`config.mk`:
```
export PLATFORM = sky130hd
export DESIGN_NAME = load_store_unit
export DESIGN_NICKNAME = d
export VERILOG_FILES = /design/src/rtl/load_store_unit.sv
export SDC_FILE = /design/constraint.sdc
export NUM_CORES = 1
export LEC_CHECK = 0
export CORE_MARGIN = 4
export CORE_UTILIZATION = 29
export CTS_CLUSTER_SIZE = 8
export DETAILED_ROUTE_END_ITERATION = 16
export SYNTH_ARGS = -nofsm -noshare
export SYNTH_HDL_FRONTEND = slang
export SYNTH_SLANG_ARGS = --single-unit
```
`constraint.sdc`:
```
create_clock -name clk -period 1.8 [get_ports clk]
set_clock_uncertainty 0.1 [all_clocks]
set_input_delay 0.36 -clock clk [delete_from_list [all_inputs] [get_ports clk]]
set_output_delay 0.36 -clock clk [all_outputs]
set_load 0.01 [all_outputs]
```
`src/rtl/load_store_unit.sv`:
```
// Load/store unit: decodes RISC-V loads/stores, drives a byte-enabled word-aligned
// memory request, waits for a multi-cycle acknowledge and returns extended load data.
module load_store_unit #(
    parameter int unsigned XLEN    = 32,
    parameter int unsigned ADDR_W  = 32,
    parameter int unsigned TIMEOUT = 16
) (
    input  logic                clk,
    input  logic                rst_n,
    input  logic                req_valid,
    output logic                req_ready,
    input  logic                req_we,
    input  logic [2:0]          req_funct3,
    input  logic [ADDR_W-1:0]   req_addr,
    input  logic [XLEN-1:0]     req_wdata,
    output logic                rsp_valid,
    input  logic                rsp_ready,
    output logic [XLEN-1:0]     rsp_rdata,
    output logic [1:0]          rsp_err,
    output logic                mem_req,
    output logic                mem_we,
    output logic [ADDR_W-1:0]   mem_addr,
    output logic [XLEN/8-1:0]   mem_be,
    output logic [XLEN-1:0]     mem_wdata,
    input  logic                mem_ack,
    input  logic [XLEN-1:0]     mem_rdata
);
    localparam int unsigned BE_W   = XLEN / 8;
    localparam int unsigned LANE_W = $clog2(BE_W);
    localparam int unsigned CNT_W  = (TIMEOUT > 2) ? $clog2(TIMEOUT) : 1;
    localparam logic [CNT_W-1:0] CNT_LAST = CNT_W'((TIMEOUT > 0) ? TIMEOUT - 1 : 0);
    localparam bit TO_EN = (TIMEOUT != 0);
    localparam bit IS32  = (XLEN == 32);

    typedef enum logic [1:0] {IDLE, BUS, RESP} state_t;

    state_t              state, state_n;
    logic [CNT_W-1:0]    cnt;
    logic [LANE_W-1:0]   lane_q;
    logic [2:0]          funct3_q;
    logic                we_q;

    logic                illegal_c, misaligned_c, accept_c, timeout_c;
    logic [LANE_W-1:0]   lane_c;
    logic [7:0]          mask_c;
    logic [BE_W-1:0]     be_c;
    logic [XLEN-1:0]     wdata_c;
    logic [XLEN-1:0]     shifted_c, load_c;

    // Request decode: legality, alignment, lane placement of store data
    always_comb begin
        illegal_c    = (req_funct3 == 3'b111) || (req_we && req_funct3[2]) ||
                       (IS32 && (req_funct3 == 3'b011 || req_funct3 == 3'b110));
        misaligned_c = 1'b0;
        mask_c       = 8'h01;
        case (req_funct3[1:0])
            2'b01:   begin misaligned_c = req_addr[0];        mask_c = 8'h03; end
            2'b10:   begin misaligned_c = |req_addr[1:0];     mask_c = 8'h0F; end
            2'b11:   begin misaligned_c = |req_addr[2:0];     mask_c = 8'hFF; end
            default: begin misaligned_c = 1'b0;               mask_c = 8'h01; end
        endcase
        lane_c  = req_addr[LANE_W-1:0];
        be_c    = BE_W'(mask_c) << lane_c;
        wdata_c = req_wdata << {lane_c, 3'b000};
    end

    // Load lane extraction and sign/zero extension of captured read data
    always_comb begin
        shifted_c = mem_rdata >> {lane_q, 3'b000};
        load_c    = shifted_c;
        case (funct3_q[1:0])
            2'b00:   load_c = funct3_q[2] ? XLEN'(shifted_c[7:0])  : XLEN'($signed(shifted_c[7:0]));
            2'b01:   load_c = funct3_q[2] ? XLEN'(shifted_c[15:0]) : XLEN'($signed(shifted_c[15:0]));
            2'b10:   load_c = funct3_q[2] ? XLEN'(shifted_c[31:0]) : XLEN'($signed(shifted_c[31:0]));
            default: load_c = shifted_c;
        endcase
    end

    // Next-state logic; an ack on the final timeout cycle still completes normally
    always_comb begin
        state_n   = state;
        accept_c  = 1'b0;
        timeout_c = 1'b0;
        case (state)
            IDLE: begin
                if (req_valid && req_ready) begin
                    accept_c = 1'b1;
                    state_n  = (illegal_c || misaligned_c) ? RESP : BUS;
                end
            end
            BUS: begin
                if (mem_ack) begin
                    state_n = RESP;
                end else if (TO_EN && cnt == CNT_LAST) begin
                    timeout_c = 1'b1;
                    state_n   = RESP;
                end
            end
            RESP: begin
                if (rsp_valid && rsp_ready) state_n = IDLE;
            end
            default: state_n = IDLE;
        endcase
    end

    always_ff @(posedge clk or negedge rst_n) begin
        if (!rst_n) begin
            state     <= IDLE;
            cnt       <= '0;
            lane_q    <= '0;
            funct3_q  <= '0;
            we_q      <= 1'b0;
            req_ready <= 1'b1;
            mem_req   <= 1'b0;
            rsp_valid <= 1'b0;
            mem_we    <= 1'b0;
            mem_addr  <= '0;
            mem_be    <= '0;
            mem_wdata <= '0;
            rsp_rdata <= '0;
            rsp_err   <= 2'b00;
        end else begin
            state     <= state_n;
            req_ready <= (state_n == IDLE);
            mem_req   <= (state_n == BUS);
            rsp_valid <= (state_n == RESP);
            if (state == BUS && !mem_ack) cnt <= cnt + CNT_W'(1);
            if (accept_c) begin
                cnt      <= '0;
                lane_q   <= lane_c;
                funct3_q <= req_funct3;
                we_q     <= req_we;
                if (illegal_c) begin
                    rsp_err   <= 2'b10;
                    rsp_rdata <= '0;
                end else if (misaligned_c) begin
                    rsp_err   <= 2'b01;
                    rsp_rdata <= '0;
                end else begin
                    mem_we    <= req_we;
                    mem_addr  <= {req_addr[ADDR_W-1:LANE_W], LANE_W'(0)};
                    mem_be    <= be_c;
                    mem_wdata <= wdata_c;
                end
            end
            if (state == BUS && mem_ack) begin
                rsp_err   <= 2'b00;
                rsp_rdata <= we_q ? '0 : load_c;
            end else if (timeout_c) begin
                rsp_err   <= 2'b11;
                rsp_rdata <= '0;
            end
        end
    end
endmodule

```
==> qor.txt, run 1 <==
Status - finished with violations
Failing checks - setup timing
Total die area - 21,640 sq um
Setup TNS - -12.61 ns
Wl on met1 - 8126 microns
WP data required - 1.99 ns
Tcrit/Tclk final - 110.6%
Post-synth ARST share - 100.0%
Clock power frac - 24.8%
CTS tree - done
CP cell instances - nand4bb_4, o32a_1, a21boi_4, buf_6, a221o_1
Worst setup EP type - register
Final Hold Violating Endpoints - 0
DRT Pass-1 Iters - 4
Slew Viols, Final - 0
Placed cell area - 8497 sq um
FP Rows - 50
Cells after Synth - 463
Sw Ratio - 31.87%
Clk buf depth - 2
Net switching power - 4.207 mW
Synth top area cells - dfrtp_1, mux2_2, mux2i_1
Synth warn - 0
Vias - 5,112
Sequential area share after synthesis - 51.74%
Initial antenna violation count - 0
FF+latch count, synth - 116
Top FF cell, synth - dfrtp_1
WHS - 0.2633 ns
Yosys top cell by area - dfrtp_1
Mapped Area - 5613 sq um
Clk sink count - 116
Max Used Layer - met4
Vias/cell - 4.963
Synth top area share - 51.27%
All-Layer GR Usage - 17.78%
Global-route wire length before repair - 30,280 microns
PortBufs - 208
Wire length on met2 - 9763 microns
Worst skew pair latency - 0.41 ns
I/O Pins - 211
Vias in the first global route - 5,452
N_diodes - 0
Remaining Overflow, GRT - 0
Share of layout cells above drive strength 1 - 31.04%
Root Buffer - clkbuf_16
Worst Setup Start Kind - register
Crit Path Class - reg2reg
GPL Wtd Cong - 0.8482
Flop pwr share - 31.4%
CP arrival - 2.18 ns
Final min period - 1.990 ns
DR DRC count - 0
CP max-delay cell - dfstp_2
Post-Route WL - 19,480 microns
Met3 WL - 1369 microns
Max Cap Violations - 0
Post-route cell area - 9946 sq um
Largest net degree at the start of global routing - 39
Clock transition at path regs - 0.06 ns
Height of the die - 147.1 microns
Class of the worst hold path - in2reg
CP delay by family, top - compound AO/OA/AOI/OAI gates
Syn avg cell area - 12.12 sq um
Int Pwr - 8.995 mW
Buf+Inv Stages, Crit Path - 1
Remaining antenna violation count after routing - 0
Worst Path Max Fanout - 4
Post-DP HPWL - 13,480 microns
1st-iter DRT viols - 226
Post-synth EDFFs - 0
H-tree levels - 4
Leak - 5.108 nW
Power density cells - 1327 nW/um^2
Nets@finish - 864
Core Area - 18,890 sq um
Initial Util - 29.71%
CTS Buf Count - 17
Gate power share - 43.8%
Post-route setup slack - -0.1901 ns
Fmax - 502.5 MHz
Most frequent cell after synthesis - dfrtp_1
Distinct cell type count after synthesis - 55
Commonest cells post-synth - dfrtp_1, mux2_2, mux2i_1
VDD IR max - 0.7582 mV
Area delta synth->final - 77.20%
RSZ-0062 raised after global routing - yes
Die width - 147.1 microns
CP peak stage delay - 0.55 ns
Setup-failing EPs final - 91
WL/cell - 18.91 microns
layout by cell type (no fill, tap or decap), drive strengths merged, types with 3 or more instances in the layout:
master,count
a211oi,8
a21boi,4
a21oi,26
a221o,24
a31oi,3
and2,3
buf,103
clkbuf,24
clkdlybuf4s50,101
clkinvlp,5
dfrtp,115
dlygate4sd2,50
dlymetal6s2s,54
mux2,49
mux2i,33
nand2,28
nand2b,3
nand3,4
nor2,16
nor2b,12
nor3,11
nor3b,3
o21ai,14
o2bb2ai,31
o31ai,8
or2,4
final cells by class:
| cell class | instances | area [sq um] |
|---|---|---|
| Fill cell | 1672 | 8947 |
| Timing Repair Buffer | 310 | 3192 |
| Multi-Input combinational cell | 311 | 2947 |
| Sequential cell | 116 | 2904 |
| Clock buffer | 23 | 467.9 |
| Tap cell | 260 | 325.3 |
| Clock inverter | 8 | 102.6 |
| Inverter | 2 | 7.507 |
cells by family (layout without fill, tap and decap cells):
group	after synthesis	count (layout)	synth area share [%]
compound gates	129	132	18.73
simple gates	89	90	8.627
mux	83	83	16.12
xor+xnor	3	3	0.4682
fa+ha+maj	1	1	0.2229
flops	116	116	51.74
buf+inv	41	343	4.035
other cells	1	2	0.06681
worst paths after layout:
path / slack (ns) / end / start / cells past startpoint
setup reg to reg: -0.19 / rsp_rdata[19] / req_ready / 5
hold reg to reg: 0.39 / we_q / we_q / 2
setup / recovery: -0.19 / rsp_rdata[19] / req_ready / 5
hold / removal: 0.26 / mem_addr[2] / req_addr[2] / 2
max in group asynchronous: 0.71 / mem_wdata[25] / rst_n / 3
min in group asynchronous: 0.35 / mem_req / rst_n / 2
sequential cells by signal (all words and copies together), names as in the netlist:
register / flops
mem_wdata: 32
rsp_rdata: 32
mem_addr: 30
cnt: 4
mem_be: 4
funct3_q: 3
lane_q: 2
rsp_err: 2
state: 2
mem_req: 1
mem_we: 1
req_ready: 1
rsp_valid: 1
we_q: 1
timing repair:
action                                 CTS  global route
buffers inserted                        13             5
pin swaps                               27            10
cloned                                   8             1
endpoints found under the hold margin   27             0
setup endpoints to repair              145           161
gates resized for setup                126            98
hold buffers                             1             0
per-layer routing:
metal | global-route usage, % | vias to the layer above
met4 | 4.427 | 0
met1 | 21.48 | 2584
met2 | 30.48 | 166
li1 | - | 2347
met5 | 0 | -
met3 | 6.138 | 15
metrics by stage:
stage	setup slack (ns)	utilization [%]	std cells	power, mW
6_report	-0.1901	52.64	1030	13.20
3_5_place_dp	-0.8182	44.97	972	9.545
3_3_place_gp	-0.7106	44.97	972	9.451
5_1_grt	-0.2416	52.64	1030	13.95
2_1_floorplan	-0.1615	-	464	6.580
4_1_cts	-0.1924	50.70	1025	13.26
power by group through the flow:
stage | Combinational [mW] | Sequential (mW) | Clock [mW]
finish | 5.79 | 4.14 | 3.27
global route | 6.21 | 4.25 | 3.49
CTS | 5.76 | 4.15 | 3.35
detailed placement | 5.40 | 4.15 | 0
global placement | 5.32 | 4.14 | 0
floorplan | 2.11 | 4.47 | 0
Power figures use the tool's default switching activity.
==> run 2: changes to the inputs <==
- CORE_MARGIN: 4 -> 2
==> qor.txt, run 2 (synthesized netlist as in run 1, its figures left out) <==
Status - finished with violations
Failing checks - setup timing
Worst Setup Start Kind - register
Fmax - 497.2 MHz (-1.1%)
VDD IR max - 0.8080 mV (+6.6%)
DR DRC count - 0 (unchanged)
Area of the multi-input gates - 3089 sq um (+4.8%)
RSZ-0062 raised after global routing - yes
Vias in the first global route - 5,369 (-1.5%)
Final Power - 13.93 mW (+5.5%)
Placed cell area - 8462 sq um (-0.41%)
Worst setup EP type - register
Worst Tran Pin Value - 0.4994 ns
WP data required - 2.04 ns (+0.05 ns)
Vias/cell - 4.937 (-0.53%)
Crit Path Class - reg2reg
Power density cells - 1377 nW/um^2 (+3.7%)
FP Rows - 50 (unchanged)
GRT met2 Usage - 31.30% (+0.82 points)
Slew Viols, Final - 0 (unchanged)
Leak - 4.940 nW (-3.3%)
Placed insts - 969 (-0.31%)
Commonest non-fill, non-tap cell in the layout - clkdlybuf4s50_1
Post-DP HPWL - 12,980 microns (-3.7%)
1st-iter DRT viols - 204 (-9.7%)
Setup-failing EPs final - 97 (+6.6%)
Total die area - 20,480 sq um (-5.4%)
Post-Layout Cell Count - 1,031 (+0.097%)
Top flop regs - mem_wdata: 32 flops, rsp_rdata: 32 flops, mem_addr: 30 flops
Largest net degree at the start of global routing - 67 (+72%)
Post-route setup slack - -0.2113 ns (-0.02121 ns)
Most frequent cells in the layout - clkdlybuf4s50_1, dfrtp_1, buf_4, dlygate4sd2_1, dlymetal6s2s_1
Die width - 143.1 microns (-2.7%)
WHS - 0.2036 ns (-0.05961 ns)
Clock transition at path regs - 0.05 ns (about the same)
Tcrit/Tclk final - 111.7% (+1.2 points)
Height of the die - 143.1 microns (-2.7%)
Initial Util - 29.81% (+0.099 points)
CTS Buf Count - 17 (unchanged)
CP arrival - 2.26 ns (+0.08 ns)
Worst skew pair latency - 0.42 ns (about the same)
WL/cell - 19.14 microns (+1.2%)
CTS tree - done
Vias - 5,090 (-0.43%)
Root Buffer - clkbuf_16
Internal reg-to-reg setup slack - -0.21 ns (-0.02 ns)
Share of layout cells above drive strength 1 - 32.81% (+1.8 points)
Post-Route WL - 19,730 microns (+1.3%)
Post-route cell area - 10,120 sq um (+1.7%)
Remaining Overflow, GRT - 0 (unchanged)
PortBufs - 208 (unchanged)
All-Layer GR Usage - 18.96% (+1.2 points)
Core Area - 18,830 sq um (-0.33%)
Fillers - 1,621 (-3.1%)
H-tree levels - 4 (unchanged)
Max-Slew Margin vs Limit - 66.56%
Final Hold Violating Endpoints - 0 (unchanged)
CP startpoint - req_ready
Nets@finish - 865 (+0.12%)
Clk buf depth - 2 (unchanged)
Final min period - 2.011 ns (+0.02120 ns)
Grt peak-use layer - met2
Met1 usage - 23.59% (+2.1 points)
Initial antenna violation count - 0 (unchanged)
Global-route wire length before repair - 29,750 microns (-1.8%)
Clk sink count - 116 (unchanged)
I/O Pins - 211 (unchanged)
Class of the worst hold path - in2async
RR Startpoint - req_ready
Met3 Use GR - 5.801% (-0.34 points)
Worst Path Max Fanout - 5 (+1)
N_diodes - 0 (unchanged)
Area delta synth->final - 80.25%
Max Cap Violations - 0 (unchanged)
GPL Wtd Cong - 0.8719 (+2.8%)
Seq. cell area - 2905 sq um (about the same)
DRT Pass-1 Iters - 4 (unchanged)
Remaining antenna violation count after routing - 0 (unchanged)
run 2: cell count changes in the layout (fill, tap and decap cells not counted), moves of 3 or more:
cell	change
mux2_4	-8
o2bb2ai_1	-10
nor3_2	-4
clkdlybuf4s50_1	+14
dlymetal6s2s_1	-18
mux2_2	+8
o2bb2ai_4	+5
dlygate4sd2_1	+4
o2bb2ai_2	+5
nor3_1	+3
run 2: cell type report:
type	count	area share, %
well taps	260	3.215
repair buffers	311	31.18
clock inverters	8	1.459
flip-flops and latches	116	28.72
inverters	2	0.07420
multi-input cells	311	30.53
clock buffers	23	4.823
run 2: metal layers:
layer  part of all wire [%]  vias to the layer above  routed length (microns)
met1                     42                     2512                     8303
met3                    7.1                       26                     1399
met2                     49                      199                     9683
met5                      0                        -                        0
li1                       -                     2353                        -
met4                    1.8                        0                      347
run 2: repair_timing:
action | CTS | global route
setup endpoints to repair | 149 | 134
hold endpoints to repair | 115 | 0
gates cloned | 9 | 1
pin swaps | 35 | 12
buffers inserted | 13 | 10
hold buffers | 1 | 0
resized for setup | 135 | 90
run 2: through the flow:
stage | TNS, ns | setup slack [ns] | utilization, %
floorplan | -6.698 | -0.1615 | -
global placement | -67.73 | -0.7229 | 44.94
detailed placement | -68.34 | -0.7247 | 44.94
CTS | -8.481 | -0.2145 | 51.30
global route | -17.80 | -0.2599 | 53.73
finish | -12.36 | -0.2113 | 53.73
run 2: report_power, final:
group	internal, mW	total, mW	switching [mW]
clock network	2.45	3.66	1.20
registers	3.55	4.17	0.613
logic	3.49	6.10	2.61
run 2: worst max-delay path: stages, from the launching register on:
cell,delay (ns)
dfstp_2,0.55
nand4bb_4,0.15
buf_4,0.17
or4_4,0.44
or2_4,0.27
buf_8,0.15
o2bb2ai_2,0.11
run 2: path summary, 6_finish.rpt:
path,depth (start not counted),endpoint
worst min register to register,1,rsp_rdata[7]
worst min-delay path,2,mem_addr[18]
max in group asynchronous,3,lane_q[0]
min in group clk,2,mem_addr[2]
worst max register to register,6,mem_wdata[9]
worst max-delay path,6,mem_wdata[9]
==> run 3: changes to the inputs <==
--- a/config.mk
+++ b/config.mk
@@ -13,2 +13,3 @@
 export SYNTH_HDL_FRONTEND = slang
 export SYNTH_SLANG_ARGS = --single-unit
+export TNS_END_PERCENT = 30
==> constraint.sdc (replaced) <==
create_clock -name clk -period 1.8 [get_ports clk]
set_clock_uncertainty 0.1 [all_clocks]
set_input_delay 0.54 -clock clk [delete_from_list [all_inputs] [get_ports clk]]
set_output_delay 0.54 -clock clk [all_outputs]
set_load 0.01 [all_outputs]
==> qor.txt, run 3 (synthesized netlist as in run 1, its figures left out) <==
Setup-failing EPs final - 93 (-4.1%)
Worst skew pair latency - 0.41 ns (about the same)
Core Area - 18,830 sq um (unchanged)
I/O Pins - 211 (unchanged)
Height of the die - 143.1 microns (unchanged)
Slew Viols, Final - 0 (unchanged)
DR DRC count - 0 (unchanged)
Share of layout cells above drive strength 1 - 34.59% (+1.8 points)
Cell mode on critical path - buf_6
FP Rows - 50 (unchanged)
Die width - 143.1 microns (unchanged)
Worst Tran Pin Value - 0.5005 ns (+0.001123 ns)
1st-iter DRT viols - 187 (-8.3%)
GPL Wtd Cong - 0.8809 (+1.0%)
CP max-delay cell - dfstp_2
Remaining Overflow, GRT - 0 (unchanged)
RSZ-0062 raised after global routing - yes
CP arrival - 2.23 ns (-0.03 ns)
Seq. cell area - 2904 sq um (about the same)
Total die area - 20,480 sq um (unchanged)
Final min period - 2.040 ns (+0.02853 ns)
Top flop regs - mem_wdata: 32 flops, rsp_rdata: 32 flops, mem_addr: 30 flops
Worst setup EP type - register
RR Startpoint - req_ready
Class of the worst hold path - in2reg
Root Buffer - clkbuf_16
Status - finished with violations
Initial Util - 29.81% (unchanged)
Worst Setup Start Kind - register
VDD IR max - 0.7481 mV (-7.4%)
Global-route wire length before repair - 31,040 microns (+4.4%)
CTS tree - done
Fillers - 1,622 (+0.062%)
Max-Slew Margin vs Limit - 66.48% (-0.075 points)
Worst Path Max Fanout - 8 (+3)
Vias in the first global route - 5,621 (+4.7%)
Nets@finish - 891 (+3.0%)
Buf+Inv Stages, Crit Path - 4 (+2)
Area delta synth->final - 77.66%
Most frequent cells in the layout - dfrtp_1, dlygate4sd2_1, clkdlybuf4s50_1, buf_4, mux2_4
Commonest non-fill, non-tap cell in the layout - dfrtp_1
WHS - 0.3745 ns (+0.1709 ns)
Largest net degree at the start of global routing - 46 (-31%)
Post-Route WL - 19,560 microns (-0.88%)
Power density cells - 1338 nW/um^2 (-2.8%)
Dpl ws - -0.9461 ns (-0.2214 ns)
Fmax - 490.2 MHz (-1.4%)
PortBufs - 208 (unchanged)
CP startpoint - req_ready
Remaining antenna violation count after routing - 0 (unchanged)
Clk buf depth - 2 (unchanged)
Setup TNS - -14.54 ns (-2.178 ns)
Clock transition at path regs - 0.06 ns (about the same)
CP delay by family, top - buffers and inverters
N_diodes - 0 (unchanged)
Area of the multi-input gates - 2918 sq um (-5.5%)
Tcrit/Tclk final - 113.3% (+1.6 points)
Vias/cell - 4.859 (-1.6%)
Clk sink count - 116 (unchanged)
Final Power - 13.34 mW (-4.2%)
CTS Buf Count - 17 (unchanged)
CP peak stage delay - 0.52 ns (-0.03 ns)
CP cell instances - nand4bb_1, buf_4, buf_6, nor3_4, buf_6, buf_12, mux2_4
Failing checks - setup timing
DRT Pass-1 Iters - 4 (unchanged)
Post-route setup slack - -0.2398 ns (-0.02853 ns)
All-Layer GR Usage - 19.66% (+0.70 points)
Leak - 4.695 nW (-4.9%)
WP data required - 1.99 ns (-0.05 ns)
WL/cell - 18.49 microns (-3.4%)
H-tree levels - 4 (unchanged)
Initial antenna violation count - 0 (unchanged)
Crit Path Class - reg2reg
HP Start - req_addr[2]
Final Hold Violating Endpoints - 0 (unchanged)
Post-DP HPWL - 13,550 microns (+4.4%)
Max Cap Violations - 0 (unchanged)
Vias - 5,141 (+1.0%)
run 3: cell types whose count changed in the layout (fill, tap and decap cells not counted), moves of 7 or more:
cell and change:
buf_4 +22, buf_6 +7, clkdlybuf4s50_1 -22, dlygate4sd2_1 +53, dlymetal6s2s_1 -36, inv_6 +7, mux2_2 -8, mux2_4 +8
o21ai_1 +9, o21ai_2 -7, o2bb2ai_4 -8
run 3: final cells by class:
| class | instances | area share, % |
|---|---|---|
| Timing Repair Buffer | 339 | 32.33 |
| Multi-Input combinational cell | 309 | 29.26 |
| Sequential cell | 116 | 29.12 |
| Clock buffer | 17 | 4.266 |
| Tap cell | 260 | 3.262 |
| Clock inverter | 15 | 1.681 |
| Inverter | 2 | 0.07528 |
run 3: tightest hold or removal path, stage by stage:
cell    delay [ns]
buf_2         0.09
buf_4         0.09
mux2_2        0.12
run 3: power breakdown:
group          total (mW)  internal (mW)  switching, mW
clock network        3.43           2.08           1.35
logic                5.75           3.24           2.52
registers            4.16           3.55          0.610
run 3: routing by layer:
metal  global-route usage, %  part of all wire, %
met1                   24.91                   44
met2                   32.66                   47
met3                   5.064                  7.3
met4                   6.670                  1.5
met5                       0                    0
run 3: per-stage QoR:
| step | util [%] | cells | instance area (sq um) |
|---|---|---|---|
| after floorplan | - | 464 | 5673 |
| after global placement | 46.06 | 996 | 8673 |
| after detailed placement | 46.06 | 996 | 8673 |
| after CTS | 52.66 | 1060 | 9916 |
| after global routing | 52.96 | 1058 | 9972 |
| final | 52.96 | 1058 | 9972 |
run 3: final timing paths:
kind / endpoint / slack [ns] / cells after the start
worst max-delay path: mem_addr[18] / -0.24 / 7
worst min-delay path: mem_addr[2] / 0.37 / 3
worst max register to register: mem_addr[18] / -0.24 / 7
worst min register to register: rsp_rdata[7] / 0.38 / 1
max in group asynchronous: req_ready / 0.59 / 3
min in group asynchronous: rsp_rdata[5] / 0.46 / 2
run 3: what timing repair did:
item,4_1_cts,5_1_grt
endpoints found under the setup margin,208,107
hold buffers,1,0
setup buffers,23,0
gates resized for setup,233,21
pin swaps,39,14
endpoints found under the hold margin,13,0
cloned,8,0
